$ cat src/rtl/nibble_serial_adder.sv
// Wide adder front end: streams WIDTH-bit operands nibble by nibble,
// LSB first, through an external 4-bit ripple adder.
module nibble_serial_adder #(
  parameter int WIDTH = 16
) (
  input  logic             clk,
  input  logic             rst,
  input  logic             in_valid,
  output logic             in_ready,
  input  logic [WIDTH-1:0] in_a,
  input  logic [WIDTH-1:0] in_b,
  input  logic             in_cin,
  output logic             out_valid,
  input  logic             out_ready,
  output logic [WIDTH-1:0] out_sum,
  output logic             out_cout,
  output logic [3:0]       add_a,
  output logic [3:0]       add_b,
  output logic             add_cin,
  input  logic [3:0]       add_sum,
  input  logic             add_cout
);

  localparam int NCHUNK = WIDTH / 4;
  localparam int IW = (NCHUNK > 1) ? $clog2(NCHUNK) : 1;

  typedef enum logic [1:0] {
    IDLE = 2'd0,
    RUN  = 2'd1,
    DONE = 2'd2
  } state_t;

  state_t           state_q, state_d;
  logic [IW-1:0]    idx_q, idx_d;
  logic             carry_q, carry_d;
  logic [WIDTH-1:0] a_q, a_d;
  logic [WIDTH-1:0] b_q, b_d;
  logic [WIDTH-1:0] sum_q, sum_d;
  logic [3:0]       a_nib, b_nib;
  logic             last;

  assign last = (idx_q == IW'(NCHUNK - 1));

  // Select the current nibble of each operand register.
  always_comb begin
    a_nib = '0;
    b_nib = '0;
    for (int i = 0; i < NCHUNK; i++) begin
      if (idx_q == IW'(i)) begin
        a_nib = a_q[4*i +: 4];
        b_nib = b_q[4*i +: 4];
      end
    end
  end

  always_comb begin
    state_d   = state_q;
    idx_d     = idx_q;
    carry_d   = carry_q;
    a_d       = a_q;
    b_d       = b_q;
    sum_d     = sum_q;
    in_ready  = 1'b0;
    out_valid = 1'b0;
    add_a     = '0;
    add_b     = '0;
    add_cin   = 1'b0;
    unique case (state_q)
      IDLE: begin
        in_ready = 1'b1;
        if (in_valid) begin
          a_d     = in_a;
          b_d     = in_b;
          carry_d = in_cin;
          idx_d   = '0;
          state_d = RUN;
        end
      end
      RUN: begin
        add_a   = a_nib;
        add_b   = b_nib;
        add_cin = carry_q;
        carry_d = add_cout;
        for (int i = 0; i < NCHUNK; i++) begin
          if (idx_q == IW'(i)) begin
            sum_d[4*i +: 4] = add_sum;
          end
        end
        if (last) begin
          idx_d   = '0;
          state_d = DONE;
        end else begin
          idx_d = idx_q + IW'(1);
        end
      end
      DONE: begin
        out_valid = 1'b1;
        if (out_ready) begin
          state_d = IDLE;
        end
      end
      default: state_d = IDLE;
    endcase
  end

  always_ff @(posedge clk) begin
    if (rst) begin
      state_q <= IDLE;
      idx_q   <= '0;
      carry_q <= 1'b0;
      a_q     <= '0;
      b_q     <= '0;
      sum_q   <= '0;
    end else begin
      state_q <= state_d;
      idx_q   <= idx_d;
      carry_q <= carry_d;
      a_q     <= a_d;
      b_q     <= b_d;
      sum_q   <= sum_d;
    end
  end

  assign out_sum  = sum_q;
  assign out_cout = carry_q;

endmodule
$ cat config.mk
export PLATFORM = sky130hd
export DESIGN_NAME = nibble_serial_adder
export DESIGN_NICKNAME = d
export VERILOG_FILES = /design/src/rtl/nibble_serial_adder.sv
export SDC_FILE = /design/constraint.sdc
export NUM_CORES = 1
export LEC_CHECK = 0
export ABC_AREA = 1
export BUFFER_PORTS_ARGS = -buffer_cell sky130_fd_sc_hd__buf_2
export CAP_MARGIN = 0
export CORE_MARGIN = 2
export CORE_UTILIZATION = 54
export DETAILED_ROUTE_END_ITERATION = 8
export GPL_TIMING_DRIVEN = 1
export PLACE_DENSITY = 0.92
export SETUP_SLACK_MARGIN = 0.3
export SYNTH_ARGS = -nofsm -noshare
export SYNTH_HDL_FRONTEND = slang
export SYNTH_SLANG_ARGS = --single-unit
$ cat constraint.sdc
create_clock -name clk -period 2.7 [get_ports clk]
set_input_delay 0.135 -clock clk [delete_from_list [all_inputs] [get_ports clk]]
set_output_delay 0.135 -clock clk [all_outputs]
set_load 0.05 [all_outputs]
==> flow_summary.yaml, run 1 <==
outcome:
  status: "complete, no violations"
detailed_routing:
  wl_met1_mm: 2.415
  viasPerCell: 5.030
  route.met3.wl_um: 351
  routedWlPerCell_um: 12.06
  firstDrtPassIters: 4
  drt_iter0_drc: 171
  top_layer: "met4"
  drc: 0
  antenna_left: 0
  dr_wl_met2_mm: 2.463
  routed_wl_mm: 5.259
  num_vias: 2193
sta:
  fin_crit_ns: 2.052
  setup_viol: 0
  max_freq_ghz: 0.4874
  hold_violations: 0
  period_share_pct: 75.99
  finalClockSkew_ns: 0.009150
  finalMaxSlewViolations: 0
  whs_ns: 0.07324
  fin_tns_setup_ns: 0
  worst_slack_ns: 0.6483
  relSlewSlack_pct: 57.43
  tightestPinTransition_ns: 0.6376
  rsz0062_at_grt: "no"
clock_tree:
  clock-sinks: 53
  cts_buffer_depth: 2
  cts_tree: "built"
  htree_levels: 2
  cts_hold_buf: 0
  cts_buffers: 5
  post_cts_resized: 0
  post_cts_buffers: 0
  cts-root-buf: "clkbuf_8"
  clk_pin_slew_ns: 0.10
  worstSkewPairLatency_ns: 0.31
worst_setup_path:
  r2r_start: "idx_q[0]"
  rrSetupSlack_ns: 1.04
  crit_type: "reg -> out"
  reg2regPathDepth: 7
  critPathRequiredTime_ns: 2.57
  r2r-end: "out_sum[11]"
  cpLargestDelayFamily: "simple AND/OR/NAND/NOR gates"
  start_kind: "flop"
  crit_path_max_incr_delay_ns: 0.52
  arrival_ns: 1.92
  path_cells: "ha_1, inv_1, nor2_2, nand2_1, nand2_1, buf_2"
  crit_slowest_cell: "nor2_2"
  cpMostUsedCell: "nand2_1"
  endpoint_kind: "output pin"
  worst-path-buf-inv: 2
  cp_max_fo: 13
grt:
  grt_usage_pct: 23.14
  gr-total-overflow: 0
  grt_start_max_net_pins: 49
  grt_pass1_vias: 1844
  antenna_found_initial: 0
  grt_pass1_wl_mm: 8.155
floorplan:
  die_y_um: 68.58
  die_width_um: 68.58
  fp-row-count: 23
  start_util_pct: 56.30
  die_area_sq_um: 4703
  coreArea_sq_um: 4000
  num_io_pins: 70
yosys:
  synth-edff-count: 0
  async_flop_share_pct: 0
  syn_nets: 370
  avgSynthCellArea_sq_um: 6.951
  synth_seq_cells: 53
  synth_ff_type: "dfxtp_1"
  syn-cell-area_sq_um: 2252
  synthCells: 324
  ys_types: 18
  seq_area_frac_synth_pct: 47.11
  yosysTopAreaCell: "dfxtp_1"
  yosysTopAreaCellShare_pct: 47.11
  ys_warn_count: 0
  yosys-top-cells-area: "dfxtp_1 47%, nor2_1 20%, o21ai_0 10%"
worst_hold_path:
  whs_endpoint: "a_q[2]"
  hp-start: "in_a[2]"
  hold_class: "in -> reg"
  hold_depth: 3
power_and_ir_drop:
  clockPowerShare_pct: 31.9
  power_leakage_nw: 1.382
  swShare_pct: 28.87
  comb_power_share_pct: 16.7
  power_density_nw_per_um2: 628.9
  switching_power_w: 0.0004873
  p_int_w: 0.001201
  seqPwrFrac_pct: 51.4
  vdd_ir_drop_max_v: 0.0004000
final_layout:
  instances_no_fill: 436
  nNetsFinal: 431
  antenna_cells: 0
  area_growth_pct: 19.17
  layout-drive-gt1-share_pct: 22.54
  final_area_sq_um: 2684
placement:
  post_dp_cell_area_sq_um: 2569
  routabilityCongestion: 0.7929
  placed_cells: 428
  pre_cts_ws_ns: 0.9874
  dp.final_hpwl_mm: 3.607
  port_buffers: 69
job:
  drv_cap: 0
## area by class of cell
type / count / area [sq um]
Sequential cell: 53 / 1061
Fill cell: 367 / 1316
Multi-Input combinational cell: 239 / 1036
Clock buffer: 5 / 68.82
Timing Repair Buffer: 69 / 345.3
Clock inverter: 3 / 46.29
Tap cell: 50 / 62.56
Inverter: 17 / 63.81
## how the worst max path moves through the flow
stage / depth (start not counted) / endpoint / startpoint / slack [ns]
after global placement: 6 / add_b[0] / idx_q[0] / 1.04
after CTS: 6 / add_a[1] / idx_q[0] / 0.64
after detailed placement: 6 / add_a[1] / idx_q[0] / 0.99
after global routing: 6 / add_b[3] / idx_q[0] / 0.47
final: 6 / add_a[1] / idx_q[1] / 0.65
after floorplan: 8 / add_a[0] / idx_q[0] / 1.18
## through the flow
stage                     power [W]  utilization, %
after global routing       0.001769           67.09
after detailed placement   0.001166           64.22
final                      0.001688           67.09
after floorplan            0.001088               -
after global placement     0.001157           64.22
after CTS                  0.001699           67.09
## synthesized netlist by cell type, types with 2 or more instances
cell type	number
clkbuf_2	3
clkbuf_1	4
o21ai_1	2
ha_1	4
buf_2	4
a21oi_1	12
nand2_1	40
nor2_2	2
o21ai_0	47
dfxtp_1	53
buf_6	3
inv_2	6
inv_1	11
nor2_1	120
nand3_1	10
## state kept, by name, summed over array words and instances, names as in the netlist
register	flops
idx_q	2
state_q	2
b_q	16
out_cout	1
out_sum	16
a_q	16
## worst register-to-register path: stages, from the launching register on
cell and delay [ns]:
dfxtp_1 0.35, inv_1 0.11, ha_1 0.37, inv_2 0.18, nor2_1 0.33, inv_2 0.09
nor2_1 0.10, nor2_1 0.05
## kinds of logic (layout without fill, tap and decap cells)
kind of cell | after synthesis | in the layout | share of synthesized area [%]
AO/OA/AOI/OAI | 61 | 61 | 13.56
adder cells (fa/ha/maj) | 4 | 4 | 2.222
buffers and inverters | 32 | 94 | 6.888
flip-flops | 53 | 53 | 47.11
AND/OR/NAND/NOR | 174 | 174 | 30.22
## layer usage
layer | global-route usage [%] | up-vias
met1 | 28.78 | 980
met4 | 7.250 | 0
li1 | - | 1141
met2 | 38.58 | 67
met3 | 6.656 | 5
met5 | 0 | -
## layout by cell type (no fill, tap or decap)
cell type / count
a21oi_1: 12
buf_2: 69
bufinv_16: 1
clkbuf_8: 5
clkinv_4: 1
clkinvlp_4: 1
dfxtp_1: 53
ha_1: 4
inv_1: 11
inv_2: 6
nand2_1: 40
nand2_2: 1
nand2_4: 1
nand3_1: 10
nor2_1: 120
nor2_2: 2
o21ai_0: 47
o21ai_1: 2
## power groups by stage
stage	logic [W]	registers [W]	clock network [W]
final	0.000282	0.000867	0.000539
after global placement	0.000276	0.000881	0
after detailed placement	0.000282	0.000884	0
after global routing	0.000312	0.000874	0.000583
after CTS	0.000283	0.000866	0.000550
after floorplan	0.000177	0.000911	0
Power figures use the tool's default switching activity.
==> run 2: changes to the inputs <==
--- a/config.mk
+++ b/config.mk
@@ -9,10 +9,10 @@
 export BUFFER_PORTS_ARGS = -buffer_cell sky130_fd_sc_hd__buf_2
 export CAP_MARGIN = 0
 export CORE_MARGIN = 2
-export CORE_UTILIZATION = 54
+export CORE_UTILIZATION = 45
 export DETAILED_ROUTE_END_ITERATION = 8
 export GPL_TIMING_DRIVEN = 1
-export PLACE_DENSITY = 0.92
+export PLACE_DENSITY = 0.82
 export SETUP_SLACK_MARGIN = 0.3
 export SYNTH_ARGS = -nofsm -noshare
 export SYNTH_HDL_FRONTEND = slang
==> constraint.sdc (replaced) <==
create_clock -name clk -period 1.84 [get_ports clk]
set_input_delay 0.092 -clock clk [delete_from_list [all_inputs] [get_ports clk]]
set_output_delay 0.092 -clock clk [all_outputs]
set_load 0.05 [all_outputs]
==> run 2 against run 1 <==
Worst setup slack got worse by 0.48 ns. Design area increased by 11%. Clock power increased by 26%. Critical path type unchanged. Sequential share of layout area decreased by 3.7 points. Die area increased by 19%. Combinational power increased by 69%. Cell count increased by 7.3%. Non-clock buffer count increased by 13.
==> flow_summary.yaml, run 2 (same netlist as run 1, synthesis figures left out) <==
clock_tree:
  cts-root-buf: "clkbuf_8"
  clock-sinks: 53
  cts_buffer_depth: 2
  cts_tree: "built"
  htree_levels: 2
  worstSkewPairLatency_ns: 0.31
  clk_pin_slew_ns: 0.09
  cts_buffers: 5
  cts_hold_buf: 0
worst_hold_path:
  hold_class: "in -> reg"
  hold_depth: 2
  whs_endpoint: "idx_q[0]"
  hp-start: "rst"
power_and_ir_drop:
  power_leakage_nw: 1.467
  power_density_nw_per_um2: 816.7
  vdd_ir_drop_max_v: 0.0005392
  power_w: 0.002436
sta:
  hold_violations: 0
  finalClockSkew_ns: 0.006261
  setup_viol: 0
  fin_crit_ns: 1.671
  period_share_pct: 90.82
  max_freq_ghz: 0.5984
  relSlewSlack_pct: 60.99
  rsz0062_at_grt: "yes"
  finalMaxSlewViolations: 0
  fin_tns_setup_ns: 0
  tightestPinTransition_ns: 0.5843
worst_setup_path:
  r2r-end: "out_sum[10]"
  reg2regPathDepth: 9
  cp_max_fo: 6
  path_cells: "buf_6, ha_4, buf_4, a21oi_2, nand2_1, nand2_1, nand2_1, buf_6"
  critPathRequiredTime_ns: 1.75
  cpMostUsedCell: "nand2_1"
  crit_path_max_incr_delay_ns: 0.37
  crit_slowest_cell: "dfxtp_4"
  crit_type: "reg -> out"
  worst-path-buf-inv: 3
  rrSetupSlack_ns: 0.32
  arrival_ns: 1.58
  cpLargestDelayFamily: "buffers and inverters"
  endpoint_kind: "output pin"
  r2r_start: "idx_q[1]"
  startpoint: "idx_q[1]"
  start_kind: "flop"
grt:
  gr-total-overflow: 0
  grt_usage_pct: 22.53
  antenna_found_initial: 0
  grt_pass1_wl_mm: 9.618
  grt_start_max_net_pins: 49
  grt_pass1_vias: 2236
final_layout:
  final_area_sq_um: 2983
  antenna_cells: 0
  fill_cells: 428
  fin_util_pct: 62.33
  final_common_cell: "nor2_1"
  mostFrequentLayoutCells: "113 x nor2_1, 61 x buf_2, 51 x dfxtp_1"
  area_growth_pct: 32.44
  layout-drive-gt1-share_pct: 31.17
  nNetsFinal: 446
  instances_no_fill: 468
placement:
  port_buffers: 69
  placed_cells: 448
  dp.final_hpwl_mm: 3.818
  post_dp_cell_area_sq_um: 2613
  routabilityCongestion: 0.7983
detailed_routing:
  drc: 0
  routed_wl_mm: 5.831
  viasPerCell: 4.850
  routedWlPerCell_um: 12.46
  antenna_left: 0
  firstDrtPassIters: 4
  drt_iter0_drc: 153
  num_vias: 2270
floorplan:
  die_area_sq_um: 5587
  start_util_pct: 47.06
  fp-row-count: 25
  coreArea_sq_um: 4786
  die_y_um: 74.75
  die_width_um: 74.75
  num_io_pins: 70
outcome:
  status: "complete, no violations"
job:
  drv_cap: 0
run 2: cell types whose count changed in the layout (fill, tap and decap cells not counted), moves of 6 or more:
cell	before	now
buf_4	0	10
buf_2	69	61
nor2_1	120	113
a21oi_2	0	6
buf_6	0	11
a21oi_1	12	6
run 2: metal layers:
layer / global-route usage [%] / up-vias / share of wire, %
met1: 26.57 / 1013 / 42
li1: - / 1171 / -
met5: 0 / - / 0
met4: 6.944 / 0 / 2.2
met2: 40.41 / 75 / 49
met3: 5.489 / 11 / 6.4
run 2: how the worst max path moves through the flow:
stage               depth (start not counted)           to
detailed placement                          7   out_sum[8]
floorplan                                   8     add_a[0]
global placement                            7  out_sum[10]
CTS                                         8     add_a[3]
global route                                7     add_b[1]
finish                                      8     add_b[2]
run 2: repair_timing:
item,4_1_cts,5_1_grt
pin swaps,11,7
resized for setup,47,15
buffers inserted,7,3
cloned,2,0
endpoints found under the setup margin,16,48
run 2: worst reg2reg max path, cell delays in order (launching register included):
cell	delay (ns)
dfxtp_4	0.39
buf_6	0.10
ha_4	0.17
clkinvlp_4	0.13
buf_4	0.15
buf_4	0.13
nor2_4	0.13
inv_2	0.08
nor2_1	0.09
nor2_1	0.05
run 2: final cells by class:
class | instances | area [sq um] | share of cell area, %
multi-input cells | 239 | 1141 | 38.25
clock buffers | 6 | 82.58 | 2.768
well taps | 67 | 83.83 | 2.810
clock inverters | 2 | 13.76 | 0.4614
repair inverters | 2 | 15.01 | 0.5034
inverters | 17 | 73.82 | 2.475
flip-flops and latches | 53 | 1069 | 35.82
repair buffers | 82 | 504.2 | 16.90
run 2: metrics by stage:
| stage | hold slack, ns | setup WS (ns) |
|---|---|---|
| 2_1_floorplan | 0.1611 | 0.3604 |
| 3_3_place_gp | 0.3435 | 0.2538 |
| 3_5_place_dp | 0.3493 | 0.2190 |
| 4_1_cts | 0.01578 | 0.1948 |
| 5_1_grt | 0.03702 | 0.09265 |
| 6_report | 0.02745 | 0.1689 |
run 2: report_power, final:
| part | leakage, nW | total (W) | switching [W] | internal, W |
|---|---|---|---|---|
| logic | 0.978 | 0.000477 | 0.000312 | 0.000165 |
| registers | 0.438 | 0.00128 | 0.0000520 | 0.00123 |
| clock network | 0.0512 | 0.000681 | 0.000376 | 0.000305 |
| total | 1.47 | 0.00244 | 0.000740 | 0.00170 |
==> run 3: changes to the inputs <==
--- a/config.mk
+++ b/config.mk
@@ -11,6 +11,7 @@
 export CORE_MARGIN = 2
 export CORE_UTILIZATION = 45
 export DETAILED_ROUTE_END_ITERATION = 8
+export GPL_ROUTABILITY_DRIVEN = 0
 export GPL_TIMING_DRIVEN = 1
 export PLACE_DENSITY = 0.82
 export SETUP_SLACK_MARGIN = 0.3
==> constraint.sdc (replaced) <==
create_clock -name clk -period 1.84 [get_ports clk]
set_input_delay 0.184 -clock clk [delete_from_list [all_inputs] [get_ports clk]]
set_output_delay 0.184 -clock clk [all_outputs]
set_load 0.05 [all_outputs]
==> run 3 against run 2 <==
Cell count decreased by 1.1%. Worst hold slack gained 0.10 ns. Worst setup slack got worse by 0.083 ns. Global-route usage fell by 0.97 points. Core utilization increased by 0.78 points. Wire length is 1.9% lower. Sequential share of layout area is 0.45 points lower. Clock power increased by 10%. Combinational power grew 3%. Largest power group unchanged. Highest routed layer unchanged.
==> flow_summary.yaml, run 3 (same netlist as run 1, synthesis figures left out) <==
outcome:
  status: "complete, no violations"
final_layout:
  antenna_cells: 0
  instances_no_fill: 463
  nNetsFinal: 442
  mostFrequentLayoutCells: "118 x nor2_1, 61 x buf_2, 51 x dfxtp_1"
  fill_cells: 447
  final_common_cell: "nor2_1"
  layout-drive-gt1-share_pct: 31.31
  fin_util_pct: 63.11
  area_growth_pct: 34.11
floorplan:
  die_y_um: 74.75
  coreArea_sq_um: 4786
  num_io_pins: 70
  fp-row-count: 25
  start_util_pct: 47.06
  die_width_um: 74.75
  die_area_sq_um: 5587
power_and_ir_drop:
  vdd_ir_drop_max_v: 0.0005686
  power_leakage_nw: 1.475
  swShare_pct: 28.48
  seqPwrFrac_pct: 50.6
  power_density_nw_per_um2: 834.4
  p_int_w: 0.001802
  switching_power_w: 0.0007177
  clockPowerShare_pct: 29.8
  comb_power_share_pct: 19.6
  power_w: 0.002520
detailed_routing:
  routedWlPerCell_um: 12.36
  num_vias: 2276
  firstDrtPassIters: 4
  viasPerCell: 4.916
  routed_wl_mm: 5.723
  drt_iter0_drc: 115
  drc: 0
  antenna_left: 0
grt:
  antenna_found_initial: 0
  grt_pass1_vias: 2149
  grt_start_max_net_pins: 49
  gr-total-overflow: 0
  grt_usage_pct: 21.56
  grt_pass1_wl_mm: 9.335
clock_tree:
  htree_levels: 2
  cts_buffer_depth: 2
  clock-sinks: 53
  clk_pin_slew_ns: 0.08
  cts-root-buf: "clkbuf_8"
  worstSkewPairLatency_ns: 0.30
  cts_tree: "built"
  cts_buffers: 5
worst_setup_path:
  cpLargestDelayFamily: "buffers and inverters"
  arrival_ns: 1.57
  critPathRequiredTime_ns: 1.66
  crit_slowest_cell: "dfxtp_4"
  worst-path-buf-inv: 3
  start_kind: "flop"
  endpoint_kind: "output pin"
  crit_type: "reg -> out"
  crit_path_max_incr_delay_ns: 0.37
  cp_max_fo: 4
  path_cells: "buf_6, ha_4, buf_6, a21oi_2, nand2_1, nand2_1, nand2_2, buf_8"
sta:
  setup_viol: 0
  relSlewSlack_pct: 59.01
  finalMaxSlewViolations: 0
  fin_crit_ns: 1.754
  finalClockSkew_ns: 0.008333
  hold_violations: 0
  tightestPinTransition_ns: 0.6139
  period_share_pct: 95.34
  max_freq_ghz: 0.5701
  rsz0062_at_grt: "yes"
  worst_slack_ns: 0.08579
  fin_tns_setup_ns: 0
placement:
  pre_cts_ws_ns: 0.1875
  port_buffers: 69
  dp.final_hpwl_mm: 3.979
  placed_cells: 451
worst_hold_path:
  hold_class: "in -> reg"
job:
  drv_cap: 0
run 3: cell count changes in the layout (fill, tap and decap cells not counted), sizes merged:
cell,previous run,this run
buf,82,80
clkinvlp,2,0
bufinv,0,1
clkbuf,6,5
clkinv,2,1
run 3: path summary, 6_finish.rpt:
path,start,to,slack (ns),depth (start not counted)
setup reg to reg,idx_q[1],out_sum[12],0.45,8
hold / removal,rst,idx_q[0],0.13,2
hold reg to reg,a_q[13],a_q[13],0.49,2
setup / recovery,idx_q[0],add_b[0],0.09,8
run 3: worst reg2reg max path, stage by stage, from the launching register on:
cell and delay, ns:
dfxtp_4 0.38, ha_1 0.17, inv_2 0.06, nor2_2 0.17
buf_6 0.14, buf_4 0.13, inv_1 0.08, nor2_1 0.09
nor2_1 0.05
run 3: power by group through the flow:
stage / logic, W / registers [W] / clock network (W)
after global placement: 0.000427 / 0.00130 / 0
after detailed placement: 0.000433 / 0.00130 / 0
after floorplan: 0.000263 / 0.00134 / 0
final: 0.000493 / 0.00128 / 0.000751
after CTS: 0.000466 / 0.00127 / 0.000767
after global routing: 0.000549 / 0.00129 / 0.000814
run 3: layout make-up:
type	count	area, sq um	area share, %
multi-input cells	239	1151	38.11
flip-flops and latches	53	1069	35.38
repair buffers	80	539.3	17.85
well taps	67	83.83	2.775
inverters	17	73.82	2.444
clock buffers	5	68.82	2.278
clock inverters	2	35.03	1.160
run 3: metal layers:
layer / up-vias / routed length (um) / global-route usage [%]
li1: 1162 / - / -
met1: 1032 / 2465 / 26.87
met2: 69 / 2771 / 35.89
met3: 13 / 371 / 5.890
met4: 0 / 114 / 7.937
met5: - / 0 / 0
run 3: timing repair:
item	in CTS	in global routing
endpoints found under the hold margin	0	0
setup endpoints to repair	15	11
hold buffers	0	0
pin swaps	1	14
setup buffers	1	4
resized for setup	35	26
run 3: through the flow:
| step | hold WS, ns | area, sq um |
|---|---|---|
| 2_1_floorplan | 0.2531 | 2275 |
| 3_3_place_gp | 0.4379 | 2670 |
| 3_5_place_dp | 0.4379 | 2670 |
| 4_1_cts | 0.1205 | 2895 |
| 5_1_grt | 0.1356 | 3020 |
| 6_report | 0.1303 | 3020 |
